--- src/rtl/fifo_bank4.sv ---
// fifo_bank4: four independent synchronous FIFO lanes feeding one arbiter.
// The arbiter pops one lane at a time through a one-hot pop vector and receives
// a single registered output word plus per-lane status and sticky error flags.
//
// Ports:
//   clk          rising-edge clock
//   reset        asynchronous active-low reset
//   data_in      4 lanes of DATA_W, lane i at [i*DATA_W +: DATA_W]
//   push         per-lane write strobe
//   pop          one-hot read request (zero = idle, >1 bit = illegal)
//   fifo_out     registered word popped on the previous edge
//   valid_out    fifo_out was updated on the last edge
//   empty        per-lane occupancy == 0
//   almost_full  per-lane occupancy >= AF_THRESH
//   full         per-lane occupancy == DEPTH
//   error        sticky per-lane error flags (illegal pop, empty pop, overflow)
module fifo_bank4 #(
  parameter int unsigned DATA_W    = 12,
  parameter int unsigned DEPTH     = 8,
  parameter int unsigned AF_THRESH = 6
) (
  input  logic                  clk,
  input  logic                  reset,
  input  logic [4*DATA_W-1:0]   data_in,
  input  logic [3:0]            push,
  input  logic [3:0]            pop,
  output logic [DATA_W-1:0]     fifo_out,
  output logic                  valid_out,
  output logic [3:0]            empty,
  output logic [3:0]            almost_full,
  output logic [3:0]            full,
  output logic [3:0]            error
);

  localparam int unsigned LANES = 4;
  localparam int unsigned AW    = $clog2(DEPTH);
  localparam int unsigned CW    = AW + 1;

  logic [DATA_W-1:0] mem [LANES][DEPTH];
  logic [AW-1:0]     wptr [LANES];
  logic [AW-1:0]     rptr [LANES];
  logic [CW-1:0]     count [LANES];
  logic [CW-1:0]     count_next [LANES];

  logic              pop_onehot;
  logic              pop_multi;
  logic [3:0]        pop_acc;
  logic [3:0]        push_acc;
  logic [3:0]        err_set;
  logic [DATA_W-1:0] pop_word;

  // Pop qualification: only a one-hot vector can pop anything.
  always_comb begin
    pop_onehot = ($countones(pop) == 1);
    pop_multi  = ($countones(pop) > 1);
  end

  // Per-lane accept decisions and error sources; empty/full are the registered
  // flags, so an empty-lane pop is not rescued by a same-cycle push.
  always_comb begin
    pop_acc  = '0;
    push_acc = '0;
    err_set  = '0;
    for (int i = 0; i < LANES; i++) begin
      pop_acc[i]  = pop_onehot && pop[i] && !empty[i];
      push_acc[i] = push[i] && (!full[i] || pop_acc[i]);
      err_set[i]  = (pop_multi && pop[i])
                  | (pop_onehot && pop[i] && empty[i])
                  | (push[i] && full[i] && !pop_acc[i]);
    end
  end

  // Occupancy after this edge; flags are derived from it so they are exact.
  always_comb begin
    for (int i = 0; i < LANES; i++) begin
      count_next[i] = count[i] + CW'(push_acc[i]) - CW'(pop_acc[i]);
    end
  end

  // Read mux: at most one pop_acc bit is ever set.
  always_comb begin
    pop_word = '0;
    for (int i = 0; i < LANES; i++) begin
      if (pop_acc[i]) pop_word = mem[i][rptr[i]];
    end
  end

  // Storage array, intentionally not reset.
  always_ff @(posedge clk) begin
    for (int i = 0; i < LANES; i++) begin
      if (push_acc[i]) mem[i][wptr[i]] <= data_in[i*DATA_W +: DATA_W];
    end
  end

  // Pointers, counts and registered flags.
  always_ff @(posedge clk or negedge reset) begin
    if (!reset) begin
      for (int i = 0; i < LANES; i++) begin
        wptr[i]  <= '0;
        rptr[i]  <= '0;
        count[i] <= '0;
      end
      empty       <= 4'hF;
      full        <= '0;
      almost_full <= '0;
      error       <= '0;
    end else begin
      for (int i = 0; i < LANES; i++) begin
        if (push_acc[i]) wptr[i] <= wptr[i] + AW'(1);
        if (pop_acc[i])  rptr[i] <= rptr[i] + AW'(1);
        count[i]       <= count_next[i];
        empty[i]       <= (count_next[i] == '0);
        full[i]        <= (count_next[i] == CW'(DEPTH));
        almost_full[i] <= (count_next[i] >= CW'(AF_THRESH));
      end
      error <= error | err_set;
    end
  end

  // Output register: holds the last popped word when nothing is accepted.
  always_ff @(posedge clk or negedge reset) begin
    if (!reset) begin
      fifo_out  <= '0;
      valid_out <= 1'b0;
    end else begin
      valid_out <= |pop_acc;
      if (|pop_acc) fifo_out <= pop_word;
    end
  end

endmodule

--- config.mk ---
export PLATFORM = sky130hd
export DESIGN_NAME = fifo_bank4
export DESIGN_NICKNAME = d
export VERILOG_FILES = /design/src/rtl/fifo_bank4.sv
export SDC_FILE = /design/constraint.sdc
export NUM_CORES = 1
export LEC_CHECK = 0
export ABC_AREA = 1
export CAP_MARGIN = 20
export CORE_MARGIN = 8
export CORE_UTILIZATION = 53
export DETAILED_ROUTE_END_ITERATION = 10
export GPL_TIMING_DRIVEN = 1
export PLACE_DENSITY_LB_ADDON = 0.05
export SLEW_MARGIN = 40
export SYNTH_ARGS = -nofsm -noshare
export SYNTH_HDL_FRONTEND = slang
export SYNTH_SLANG_ARGS = --single-unit
--- constraint.sdc ---
create_clock -name clk -period 2.1 [get_ports clk]
set_input_delay 0.63 -clock clk [delete_from_list [all_inputs] [get_ports clk]]
set_output_delay 0.63 -clock clk [all_outputs]
set_load 0.01 [all_outputs]
## After elaboration in Yosys (flattened, before gate mapping)

Memories as Yosys holds them, arrays and structs flattened.
Cells that the tools add are included.

- Magnitude comparators: 17
- Reduce and logical (&&, ||, !) cells: 53
- $add $sub $neg: 19
- Muxes and demuxes: 32
- Eq/ne operators: 5
- Bitwise operators: 17

Operators with widths:

| operator | number |
|---|---|
| $mux 96 | 4 |
| $mux 12 | 16 |
| $bmux 12 s3 | 4 |
| $demux 12 s3 | 4 |
| $eq 32x2->1 const B | 1 |
| $ge 4x4->1 const B | 8 |
| $logic_and 1x1->1 | 32 |
| $not 3->4 | 8 |
| $add 3x1->3 const B | 8 |
| $add 4x1->4 | 4 |
| $eq 4x4->1 const B | 4 |
| $ge 4x3->1 const B | 4 |
| $logic_not 4->1 | 4 |
| $lt 4x1->1 const B | 4 |
| $sub 4x1->4 | 4 |
| $logic_not 1->1 | 12 |
| $or 1x1->1 | 8 |
| $add 1x1->2 | 2 |
| $logic_or 1x1->1 | 4 |
| $mux 1 | 4 |
| $or 4x4->4 | 1 |
| $reduce_or 4->1 | 1 |
| $add 2x2->3 | 1 |
| $gt 3x1->1 const B | 1 |

- Memories kept: 1
- Register bits after elaboration: 69
- Bits in writable memories: 384
- Word-level logic and storage cells: 162

Memory list:

| memory | words | width | read ports | clocked after memory_dff | wr ports | line | source |
|---|---|---|---|---|---|---|---|
| mem | 4 | 96 | 4 | 0 | 4 | 39 | `logic [DATA_W-1:0] mem [LANES][DEPTH];` |

## Depth between registers and ports, before layout

- Depth after elaboration: 10
- Depth in mapped cells: 21
- Gate-level depth less buffers: 21

## Worst setup path after synthesis

No wires, ideal clock.

- Path type: input to register
- From: input pop[0]
- To: register full[3]
- Stages: 21
- Arrival time: 3.511 ns
- Slack: -1.535 ns
- Setup time: 0.124 ns
- Data required time: 1.976 ns
- Path through: inv_1 -> fa_1 -> inv_1 -> ha_1 -> inv_1 -> ha_1 -> nor2_2 -> nand2_4 -> inv_6 -> nand2_4 -> inv_2 -> buf_6 -> ha_1 -> inv_1 -> ha_1 -> inv_1 -> fa_1 -> xnor2_1 -> inv_1 -> nand2_1 -> nor2_1

RTL lines:

| element | line | source |
|---|---|---|
| from (decl) | 26 | `input logic [3:0] pop,` |
| to (signal, indexed assignment) | 113 | `full[i] <= (count_next[i] == CW'(DEPTH));` |
| to (decl) | 31 | `output logic [3:0] full,` |

==> impl_metrics.py <==
metrics = {
    "pwr": {
        "clockPowerShare_pct": 24.1,
        "seqPwrFrac_pct": 37.1,
        "p_int_mw": 20.8,
        "ir_drop_mv": 0.912,
        "p_total_mw": 32.5,
        "p_leak_nw": 10.8,
        "combPwrFrac_pct": 38.8,
        "pwr_density_cell_nw_per_um2": 1270,
        "switching_power_mw": 11.6,
        "switching_share_pct": 35.8,
    },
    "critical_path": {
        "r2r_end": "empty[0]",
        "cp-start-kind": "input pin",
        "r2r_start": "empty[0]",
        "r2r_setup_slack_ps": -280,
        "worstPathRequired_ps": 2600,
        "cp-end-kind": "flip-flop",
        "worstSetupPathType": "input pin to flip-flop",
        "r2r_cells": 13,
        "arrival_ps": 3700,
        "crit_fanout": 4,
    },
    "finish": {
        "fill_cells": 2705,
        "area_growth_pct": 29.0,
        "final_cell_mix": "nand2_1 (485), edfxtp_1 (384), inv_1 (279)",
        "num_antenna_cells": 0,
        "instances_no_fill": 2653,
        "fin_nets": 2233,
        "final_common_cell": "nand2_1",
        "layout-drive-gt1-share_pct": 19.3,
    },
    "route": {
        "vias": 13600,
        "ant_nets": 0,
        "wl_mm": 48.0,
        "highest_layer": "met4",
        "drtPass1Iterations": 6,
        "wire_per_inst_microns": 18.1,
        "route.detailed.drc": 0,
        "met2_wirelength_mm": 24.2,
        "vias_per_cell": 5.12,
        "m1WireLength_mm": 20.4,
        "drt-initial-drc-count": 1009,
        "routed-wl-met3_mm": 2.25,
    },
    "timing": {
        "drv_slew": 0,
        "max_freq_ghz": 0.312,
        "hold_violations": 0,
        "fin_crit_sh_pct": 152,
        "skew_ps": 10.8,
        "setup_viol": 467,
        "worst_pin_slew_ps": 599,
        "setup_tns_ps": -334060,
        "rsz0062_at_grt": "yes",
        "period_needed_ps": 3200,
        "setup_ws_ps": -1100,
        "relSlewSlack_pct": 60.0,
    },
    "placed_design": {
        "dpl_worst_slack_ps": -2260,
        "dp_hpwl_mm": 29.1,
        "numPortBuffers": 86,
        "placed_cells": 2501,
        "place_congestion": 0.798,
    },
    "cts": {
        "cts_root_buffer": "clkbuf_16",
        "clock_latency_ps": 570,
        "clkTransAtPathRegs_ps": 60,
        "numCtsBuffers": 48,
        "cts_tree": "done",
        "clockBufferDepth": 3,
        "clkSinkCount": 453,
        "htreeDepth": 2,
    },
    "min_path": {
        "holdCritPathClass": "input pin to flip-flop",
        "min_path_cells": 3,
        "hold_end": "error[1]",
        "hold_start": "pop[1]",
    },
    "global_routing": {
        "grt_first_pass_wirelength_mm": 74.7,
        "antenna_found_initial": 0,
        "grt_pass1_vias": 13600,
        "grt_max_degree": 52,
        "grt_usage_pct": 21.7,
        "grt_overflow": 0,
    },
    "logic_synthesis": {
        "syn_avg_cell_area_sq_um": 10.4,
        "synthFlopType": "edfxtp_1",
        "netlist_area_sq_um": 19900,
        "synth_nets": 2001,
        "ys_warn_count": 0,
        "synth_edf_count": 384,
        "yosys_register_bits": 453,
        "seq_area_frac_synth_pct": 66.7,
        "syn_inst": 1911,
        "yosysUniqueCellTypes": 35,
        "ys_async_sr_fraction_pct": 15.2,
    },
    "outcome": {
        "status": "complete, but fails checks",
        "violations": "negative setup slack",
    },
    "flow_run": {
        "max-cap-violations": 0,
    },
    "die": {
        "start_util_pct": 53.3,
        "dieArea_sq_um": 44000,
        "coreArea_sq_um": 37300,
        "ioPinCount": 87,
        "die_width_microns": 210,
        "rows": 71,
        "die_h_microns": 210,
    },
}
[per-stage QoR]
stage	utilization, %	hold WS, ps	instance area, sq um
6_report	68.7	347	25600
5_1_grt	68.7	368	25600
4_1_cts	67.3	366	25100
3_5_place_dp	60.8	474	22700
3_3_place_gp	60.8	466	22700
2_1_floorplan	-	334	20300
[layout make-up]
type                            instances  area, sq um  share of cell area (%)
Sequential cell                       453        13300                    51.7
Clock inverter                         23          136                   0.532
Timing Repair Buffer                  258         3170                    12.3
Clock buffer                           63         1300                    5.07
Tap cell                              474          593                    2.31
Inverter                              311         1230                    4.81
Multi-Input combinational cell       1071         5950                    23.2
[cell families (layout without fill, tap and decap cells)]
group	Yosys count	in the layout	synth area share, %
buf+inv	387	655	7.94
xor+xnor	20	20	0.881
simple gates	956	956	20.5
flops	453	453	66.7
compound gates	63	63	1.71
fa+ha+maj	32	32	2.20
[Yosys cell counts, types with 8 or more instances]
library cell,n,area [sq um]
nand2_1,522,1960
edfxtp_1,384,11500
inv_1,298,1120
nand3_1,262,1310
nor2_1,131,492
dfrtp_1,65,1630
buf_2,42,210
o21ai_0,41,205
ha_1,27,338
clkbuf_1,18,67.6
xor2_1,16,140
inv_2,11,41.3
buf_4,10,75.1
nor2_2,10,62.6
or2_1,8,50.1
[layer usage]
metal	up-vias	global-route usage (%)
met3	77	3.79
met4	0	7.75
li1	6629	-
met2	295	37.1
met1	6581	27.6
met5	-	0
[what timing repair did]
action / in CTS / in global routing
gates cloned: 14 / 4
hold buffers: 1 / 0
buffers inserted: 46 / 35
resized for setup: 79 / 141
endpoints found under the hold margin: 19 / 0
pin swaps: 39 / 54
setup endpoints to repair: 481 / 481
[state kept, by name, indices dropped and copies added, names as in the netlist]
register     count
mem            384
rptr            12
valid_out        1
error            4
count           16
full             4
fifo_out        12
almost_full      4
wptr            12
empty            4
[power groups by stage]
stage	combinational, mW	clock [mW]	sequential [mW]
3_5_place_dp	10.8	0	12.2
5_1_grt	13.9	8.29	12.2
2_1_floorplan	7.30	0	12.1
4_1_cts	11.9	7.94	12.0
3_3_place_gp	10.6	0	12.2
6_report	12.6	7.81	12.1
[how the worst max path moves through the flow]
stage,from,endpoint,cells after the start
global route,pop[1],full[0],21
detailed placement,pop[3],full[2],24
global placement,pop[3],full[2],24
finish,pop[1],empty[0],21
floorplan,pop[3],empty[3],21
CTS,pop[3],full[2],24
[critical path, cell delays in order]
cell	delay, ps
buf_8	80
inv_4	30
fa_1	530
inv_1	40
ha_2	190
inv_2	70
ha_4	200
nor2_4	100
nand2_4	90
buf_6	130
nor2_4	190
buf_6	140
ha_4	200
inv_2	60
ha_4	120
inv_2	40
fa_2	550
inv_2	40
nor2_1	90
nand2_1	70
nor2_1	100
(Power assumes the default switching activity.)
